==> config.mk <==
export PLATFORM = sky130hd
export DESIGN_NAME = display_ctrl
export DESIGN_NICKNAME = d
export VERILOG_FILES = /design/src/rtl/display_ctrl.sv
export SDC_FILE = /design/constraint.sdc
export NUM_CORES = 1
export LEC_CHECK = 0
export ABC_AREA = 0
export CORE_UTILIZATION = 50
export CTS_CLUSTER_SIZE = 16
export DETAILED_ROUTE_END_ITERATION = 12
export PLACE_DENSITY = 0.8
export SYNTH_ARGS = -nofsm -noshare
export SYNTH_HDL_FRONTEND = slang
export SYNTH_SLANG_ARGS = --single-unit
export TNS_END_PERCENT = 5
==> constraint.sdc <==
create_clock -name clk -period 1.8 [get_ports clk]
set_input_delay 0.36 -clock clk [delete_from_list [all_inputs] [get_ports clk]]
set_output_delay 0.36 -clock clk [all_outputs]
set_load 0.01 [all_outputs]
==> src/rtl/display_ctrl.sv <==
// display_ctrl: round-robin CPU/switch display arbiter with hold time and debounced hex/binary select.
// Optional DISP_AUTO_CYCLE_EN adds a free-running auto-toggle of disp_select every AUTO_PERIOD cycles.
module display_ctrl #(
  parameter int HOLD_CYCLES = 8,
  parameter int DEB_CYCLES  = 16,
  parameter int AUTO_PERIOD = 1024
) (
  input  logic        clk,
  input  logic        rst_n,
  input  logic        btn_mode,
  input  logic        cpu_valid,
  input  logic [13:0] cpu_data,
  output logic        cpu_ready,
  input  logic        sw_valid,
  input  logic [13:0] sw_data,
  output logic        sw_ready,
  output logic [13:0] disp_value,
  output logic        disp_select,
  output logic        disp_src
);
  typedef enum logic {IDLE, HOLD} state_t;
  state_t      state, next_state;
  logic [15:0] hold_cnt;
  logic        rr_sw;
  logic        sync1, sync2, deb;
  logic [15:0] deb_cnt;
  logic        deb_hit, btn_rise, auto_hit;
  if (HOLD_CYCLES < 1 || DEB_CYCLES < 1 || AUTO_PERIOD < 1) begin : g_bad_param
    $error("display_ctrl: parameters must be at least 1");
  end
  always_ff @(posedge clk or negedge rst_n)
    if (!rst_n) state <= IDLE;
    else state <= next_state;
  always_comb begin
    next_state = state;
    if (state == IDLE) next_state = (cpu_ready || sw_ready) ? HOLD : IDLE;
    else next_state = (hold_cnt == 16'(HOLD_CYCLES - 1)) ? IDLE : HOLD;
  end
  // rr_sw set means the switch side wins the next tie
  always_comb begin
    cpu_ready = rst_n && state == IDLE && cpu_valid && (!sw_valid || !rr_sw);
    sw_ready  = rst_n && state == IDLE && sw_valid && (!cpu_valid || rr_sw);
  end
  always_ff @(posedge clk or negedge rst_n)
    if (!rst_n) begin
      hold_cnt   <= '0;
      rr_sw      <= 1'b0;
      disp_value <= '0;
      disp_src   <= 1'b0;
    end else begin
      hold_cnt <= (state == HOLD) ? hold_cnt + 16'd1 : '0;
      if (cpu_ready) begin
        disp_value <= cpu_data;
        disp_src   <= 1'b0;
        rr_sw      <= 1'b1;
      end else if (sw_ready) begin
        disp_value <= sw_data;
        disp_src   <= 1'b1;
        rr_sw      <= 1'b0;
      end
    end
  assign deb_hit  = (sync2 != deb) && (deb_cnt == 16'(DEB_CYCLES - 1));
  assign btn_rise = deb_hit && sync2;
  always_ff @(posedge clk or negedge rst_n)
    if (!rst_n) begin
      sync1   <= 1'b0;
      sync2   <= 1'b0;
      deb     <= 1'b0;
      deb_cnt <= '0;
    end else begin
      sync1   <= btn_mode;
      sync2   <= sync1;
      deb     <= deb_hit ? sync2 : deb;
      deb_cnt <= (sync2 == deb || deb_hit) ? '0 : deb_cnt + 16'd1;
    end
`ifdef DISP_AUTO_CYCLE_EN
  logic [31:0] auto_cnt;
  assign auto_hit = auto_cnt == 32'(AUTO_PERIOD - 1);
  always_ff @(posedge clk or negedge rst_n)
    if (!rst_n) auto_cnt <= '0;
    else auto_cnt <= (auto_hit || btn_rise) ? '0 : auto_cnt + 32'd1;
`else
  assign auto_hit = 1'b0;
`endif
  // a button edge and an auto expiry in the same cycle merge into one toggle
  always_ff @(posedge clk or negedge rst_n)
    if (!rst_n) disp_select <= 1'b1;
    else disp_select <= disp_select ^ (btn_rise || auto_hit);
endmodule

==> metrics.md, run 1 <==
| Metric | Value |
|---|---|
| Status | `completed` |
| DR vias | `1946` |
| Total power | `3.32 mW` |
| Switch Pwr | `1.05 mW` |
| Place WS | `-0.170 ns` |
| Worst-path fanout max | `2` |
| Routed length per instance | `13.7 um` |
| Num Clock Sinks | `53` |
| Ports | `51` |
| Htree depth | `2` |
| Worst Hold Class | `in2async` |
| Die H | `73.8 um` |
| Cell chain of the critical path | `clkdlybuf4s50_1` |
| Synth area leader | `dfrtp_1` |
| DR iter-0 viols | `120` |
| Peak supply drop | `0.646 mV` |
| WP buf/inv | `1` |
| Most common cell after layout, fill and taps aside | `dfrtp_1` |
| Final period util | `97.0%` |
| Drt first pass iters | `4` |
| Final worst slack | `0.0538 ns` |
| Synthesis Warnings | `0` |
| WL final | `5170 um` |
| RSZ-0062 raised after global routing | `no` |
| First-pass GRT wire length | `9060 um` |
| Hold Violations, Final | `0` |
| Clock Latency Late Sink | `0.31 ns` |
| Clock period minus worst slack | `1.75 ns` |
| Syn Area/Cell | `10.3 um^2` |
| Finished Layout Cells | `377` |
| Switching Fraction | `31.6%` |
| Post-Syn Area | `0.00258 mm^2` |
| Largest family of logic cells by synthesized area | `simple AND/OR/NAND/NOR gates` |
| Post-Synth Simple-Gate Area | `28.8%` |
| Top cell type's share of synthesized area | `50.5%` |
| Initial antenna violation count | `0` |
| CTS tree | `built` |
| Global-route total usage across every layer | `22.3%` |
| Critical-path top delay cell | `dfstp_2` |
| CTS Buf Count | `5` |
| LEAKAGE | `1.43 nW` |
| Number of unique standard cell types used by synthesis | `39` |
| R2r setup slk | `0.21 ns` |
| Mapped Cells | `249` |
| Synthesis-to-finish area growth | `26.8%` |
| Root Buffer | `clkbuf_8` |
| Xor-xnor portion of the synthesized cell area | `9.52%` |
| Sequential power share | `49.0%` |
| Crit path max-delay family | `flip-flops` |
| Number of global-route vias before repair | `1945` |
| Vias per cell | `5.16` |
| GP Congestion | `0.821` |
| Critical path data required time | `1.44 ns` |
| Port Buffer Count | `50` |
| Seq cells post-synth | `53` |
| Adder-cell share of the synthesized area | `0.971%` |
| Syn Nets | `284` |
| Synth Area in Compound Gates | `6.22%` |
| Largest cells by area after synthesis | `dfrtp_1 51%, xnor2_1 6.1%, nand2_1 4.4%` |
| Power density over cell area | `1020 mW/mm^2` |
| Fin Clk Skew | `0.00440 ns` |
| Clk buf depth | `2` |
| Max Cap Viol | `0` |
| Cell Int Power | `2.27 mW` |
| CP arrival | `1.39 ns` |
| Most frequent cells in the layout | `52 x dfrtp_1, 47 x clkdlybuf4s50_1, 30 x nor2_1, 30 x nand2_1, 18 x xnor2_1` |
| Dpl hpwl | `3800 um` |
| Dpl cells | `369` |
| # nets final | `344` |
| Core Box Area | `0.00485 mm^2` |
| Inserted Diodes | `0` |
| Row count | `25` |
| Chip width | `73.8 um` |
| Largest net degree at the start of global routing | `54` |
| Initial Util | `53.1%` |
| R2R cell count | `5` |
| Largest stage delay, worst path | `0.55 ns` |
| Post-synthesis mux area share | `0.437%` |
| Cts hold-fix bufs | `0` |
| Grt ovf | `0` |
| Startpoint class of the critical path | `flop` |
| Combinational Power Share | `31.7%` |
| DRC Markers | `0` |
| WS Path Type | `reg2out` |
| Reg2reg start | `deb_cnt[0]$_DFF_PN0_` |
| CTS clk-pin slew, worst paths | `0.09 ns` |
| Max-slew headroom | `57.4%` |
| Sequential area share after synthesis | `51.5%` |
| Fin. max-slew vios | `0` |
| Clock power frac | `19.4%` |
| Slew at the pin closest to its max-slew limit | `0.639 ns` |
| Antenna-violating nets left | `0` |
| # setup viols final | `0` |
| Highest clock rate | `0.573 GHz` |
| Critical path capture point type | `output port` |
| Reg2reg end | `deb_cnt[6]$_DFF_PN0_` |
| Share of layout cells above drive strength 1 | `12.9%` |
| Die footprint | `0.00544 mm^2` |
## what timing repair did
item / in CTS / in global routing
endpoints found under the setup margin: 2 / 0
resized for setup: 3 / 0
setup buffers: 0 / 0
## flip-flops by register name, summed over array words and instances (netlist names)
register and flops:
deb 1, hold_cnt 16, sync1 1, disp_src 1, state 1, disp_select 1, sync2 1, deb_cnt 16
disp_value 14, rr_sw 1
## power groups by stage
stage / clock network (mW) / registers [mW] / logic, mW
detailed placement: 0 / 1.64 / 1.07
CTS: 0.667 / 1.63 / 1.07
global route: 0.721 / 1.66 / 1.18
floorplan: 0 / 1.70 / 0.403
global placement: 0 / 1.64 / 1.04
finish: 0.643 / 1.63 / 1.05
## logic make-up after synthesis
| family | count (synthesis) |
|---|---|
| AO/OA/AOI/OAI | 28 |
| buffers and inverters | 13 |
| multiplexers | 1 |
| adder cells (fa/ha/maj) | 2 |
| flip-flops | 53 |
| XOR/XNOR | 28 |
| AND/OR/NAND/NOR | 124 |
## synthesized netlist by cell type, drive strengths merged
library cell and n:
a21boi 2, a21oi 16, a22oi 6, and2 12, and3 1, buf 3
clkbuf 1, dfrtp 52, dfstp 1, ha 2, inv 9, mux2 1
nand2 32, nand2b 1, nand3 9, nand4 10, nand4b 1, nor2 30
nor2b 3, nor3 8, nor3b 1, nor4 14, o21ai 4, or3 2
xnor2 18, xor2 10
## how the worst max path moves through the flow
stage | slack [ns] | to | depth (start not counted) | from
2_1_floorplan | 0.38 | cpu_ready | 4 | state$_DFF_PN0_
3_3_place_gp | -0.16 | sw_ready | 5 | cpu_valid
3_5_place_dp | -0.17 | sw_ready | 5 | cpu_valid
4_1_cts | 0.04 | disp_select | 1 | disp_select$_DFF_PN1_
5_1_grt | 0.01 | disp_select | 1 | disp_select$_DFF_PN1_
6_report | 0.05 | disp_select | 1 | disp_select$_DFF_PN1_
## final cells by class
type / instances / area [um^2]
clock buffers: 5 / 68.8
clock inverters: 3 / 17.5
fillers: 400 / 1580
inverters: 9 / 33.8
multi-input cells: 183 / 1190
flip-flops and latches: 53 / 1330
well taps: 67 / 83.8
repair buffers: 57 / 546
## metal layers
layer  GRT usage, %  share of wire [%]  vias to the layer above
met1           27.8                 43                      921
met2           36.1                 49                       48
met5              0                  0                        -
li1               -                  -                      970
met3           7.00                6.4                        7
met4           8.33                1.4                        0
## per-stage QoR
stage	utilization [%]	area (um^2)	hold WS [ns]	TNS [ns]
2_1_floorplan	-	2580	0.0644	0
3_3_place_gp	65.5	3180	0.335	-0.313
3_5_place_dp	65.5	3180	0.338	-0.334
4_1_cts	67.4	3270	0.245	0
5_1_grt	67.4	3270	0.285	0
6_report	67.4	3270	0.226	0
Power figures use the tool's default switching activity.
==> inputs of run 2 (changes only) <==
--- a/config.mk
+++ b/config.mk
@@ -6,10 +6,11 @@
 export NUM_CORES = 1
 export LEC_CHECK = 0
 export ABC_AREA = 0
-export CORE_UTILIZATION = 50
+export CORE_UTILIZATION = 51
 export CTS_CLUSTER_SIZE = 16
 export DETAILED_ROUTE_END_ITERATION = 12
-export PLACE_DENSITY = 0.8
+export GPL_ROUTABILITY_DRIVEN = 1
+export PLACE_DENSITY = 0.81
 export SYNTH_ARGS = -nofsm -noshare
 export SYNTH_HDL_FRONTEND = slang
 export SYNTH_SLANG_ARGS = --single-unit
==> run 2 against run 1 <==
Net effect: critical path depth grew 4; via count increased by 1.8%; sequential power barely moved; sequential share of layout area shrank 0.40 points; flip-flop and latch count is the same; highest routed layer unchanged.
==> metrics.md, run 2 (same netlist as run 1, synthesis figures left out) <==
| Metric | Value |
|---|---|
| Status | `completed` |
| Share of layout cells above drive strength 1 | `12.9% (unchanged)` |
| Critical-path top delay cell | `clkdlybuf4s50_1` |
| Final period util | `96.1% (-0.92 points)` |
| Clock period minus worst slack | `1.73 ns (-0.0165 ns)` |
| Die footprint | `0.00534 mm^2 (-1.9%)` |
| # nets final | `344 (unchanged)` |
| Inserted Diodes | `0 (unchanged)` |
| Synthesis-to-finish area growth | `28.1%` |
| DR iter-0 viols | `161 (+34%)` |
| Cts hold-fix bufs | `0 (unchanged)` |
| Largest registers | `deb_cnt (16), hold_cnt (16), disp_value (14)` |
| Chip width | `73.1 um (-0.96%)` |
| Core Box Area | `0.00479 mm^2 (-1.3%)` |
| DR vias | `1982 (+1.8%)` |
| Die H | `73.1 um (-0.96%)` |
| Startpoint class of the critical path | `primary input` |
| Worst Hold Class | `in2async` |
| Worst-path fanout max | `3 (+1)` |
| Largest stage delay, worst path | `0.51 ns (-0.04 ns)` |
| Number of global-route vias before repair | `2017 (+3.7%)` |
| First-pass GRT wire length | `9490 um (+4.7%)` |
| LEAKAGE | `1.47 nW (+2.4%)` |
| Post-CTS Setup Bufs | `0 (unchanged)` |
| Highest clock rate | `0.578 GHz (+0.96%)` |
| Final core occ | `68.9% (+1.6 points)` |
| # setup viols final | `0 (unchanged)` |
| Clock Latency Late Sink | `0.31 ns (about the same)` |
| Routed length per instance | `14.0 um (+2.1%)` |
| Peak supply drop | `0.798 mV (+24%)` |
| CTS clk-pin slew, worst paths | `0.10 ns (about the same)` |
| Port Buffer Count | `50 (unchanged)` |
| Antenna-violating nets left | `0 (unchanged)` |
| Row count | `25 (unchanged)` |
| Most frequent cells in the layout | `52 x dfrtp_1, 46 x clkdlybuf4s50_1, 30 x nor2_1, 30 x nand2_1, 18 x xnor2_1` |
| Num Clock Sinks | `53 (unchanged)` |
| CTS Buf Count | `5 (unchanged)` |
| CTS tree | `built` |
| Most common cell after layout, fill and taps aside | `dfrtp_1` |
| Clk buf depth | `2 (unchanged)` |
| Vias per cell | `5.26 (+1.8%)` |
| Critical path capture point type | `output port` |
| Fin Clk Skew | `0.00532 ns (+0.000922 ns)` |
| Root Buffer | `clkbuf_8` |
| Dpl hpwl | `3730 um (-1.7%)` |
| Largest net degree at the start of global routing | `54 (unchanged)` |
| Htree depth | `2 (unchanged)` |
| RSZ-0062 raised after global routing | `no` |
| Hold Violations, Final | `0 (unchanged)` |
| DRC Markers | `0 (unchanged)` |
| Cell chain of the critical path | `clkdlybuf4s50_1 > nand2_1 > nand3_2 > inv_2 > dlygate4sd2_1` |
| Max-slew headroom | `57.2% (-0.19 points)` |
| CP arrival | `1.37 ns (-0.02 ns)` |
| Grt ovf | `0 (unchanged)` |
| GP Congestion | `0.802 (-2.3%)` |
| Critical path data required time | `1.44 ns (about the same)` |
| Max Cap Viol | `0 (unchanged)` |
| Power density over cell area | `1070 mW/mm^2 (+5.0%)` |
| Drt first pass iters | `4 (unchanged)` |
| Ports | `51 (unchanged)` |
| Fillers | `356 (-11%)` |
| Dpl cells | `369 (unchanged)` |
| WL final | `5270 um (+2.1%)` |
| Slew at the pin closest to its max-slew limit | `0.642 ns (+0.00289 ns)` |
| WS Path Type | `in2out` |
| Fin. max-slew vios | `0 (unchanged)` |
| TNS Setup | `0 ns (unchanged)` |
| Initial Util | `53.8% (+0.69 points)` |
| Global-route total usage across every layer | `23.8% (+1.5 points)` |
| Finished Layout Cells | `377 (unchanged)` |
| Initial antenna violation count | `0 (unchanged)` |
## run 2: cell count changes in the layout (fill, tap and decap cells not counted), sizes merged
cell,delta
clkinvlp,-1
inv,+2
dlymetal6s2s,+1
bufinv,+1
clkdlybuf4s50,-1
clkinv,-2
## run 2: area by class of cell
cell class                 count  area, um^2  share of cell area (%)
clock buffer                   5        68.8                    2.09
clock inverter                 3        47.5                    1.44
inverter                       9        33.8                    1.02
multi-input combinational    183        1190                    36.1
sequential                    53        1330                    40.2
tap                           67        83.8                    2.54
timing repair buffer          57         548                    16.6
## run 2: path summary, 6_finish.rpt
kind / start / endpoint / slack (ns) / depth (start not counted)
setup / recovery: sw_valid / cpu_ready / 0.07 / 5
hold / removal: rst_n / disp_value[2]$_DFFE_PN0P_ / 0.16 / 2
setup reg to reg: deb_cnt[0]$_DFF_PN0_ / deb_cnt[15]$_DFF_PN0_ / 0.19 / 5
hold reg to reg: sync1$_DFF_PN0_ / sync2$_DFF_PN0_ / 0.37 / 0
max in group asynchronous: rst_n / hold_cnt[6]$_DFF_PN0_ / 1.21 / 2
min in group clk: sync1$_DFF_PN0_ / sync2$_DFF_PN0_ / 0.37 / 0
## run 2: power breakdown
group	switching [mW]	internal (mW)	leakage [nW]
combinational	0.486	0.574	0.720
clock	0.416	0.424	0.0591
sequential	0.193	1.43	0.689
## run 2: per-layer routing
metal  GRT usage (%)  wire length, um
met2            36.2             2500
met3            8.15              349
met1            31.8             2350
met5               0                0
met4            7.63               71
## run 2: worst max-delay path: cells and delay by family
kind / cells / cell delay [ns]
buffers and inverters: 3 / 0.83
AND/OR/NAND/NOR: 2 / 0.19
## run 2: what timing repair did
item | 4_1_cts | 5_1_grt
gates resized for setup | 2 | 2
pin swaps | 0 | 0
cloned | 0 | 0
setup endpoints to repair | 2 | 3
## run 2: per-stage QoR
step                area (um^2)  worst slack [ns]  power, mW  hold slack [ns]
floorplan                  2580             0.377       2.10           0.0644
CTS                        3290            0.0199       3.55            0.187
detailed placement         3180            -0.178       2.71            0.354
global placement           3180            -0.160       2.69            0.343
finish                     3300            0.0704       3.52            0.160
global route               3300            0.0133       3.76            0.214
==> inputs of run 3 (changes only) <==
--- a/config.mk
+++ b/config.mk
@@ -6,6 +6,7 @@
 export NUM_CORES = 1
 export LEC_CHECK = 0
 export ABC_AREA = 0
+export CAP_MARGIN = 10
 export CORE_UTILIZATION = 51
 export CTS_CLUSTER_SIZE = 16
 export DETAILED_ROUTE_END_ITERATION = 12
==> results of run 3 <==
The final DEF is identical to that of run 2; final timing and power are the same.
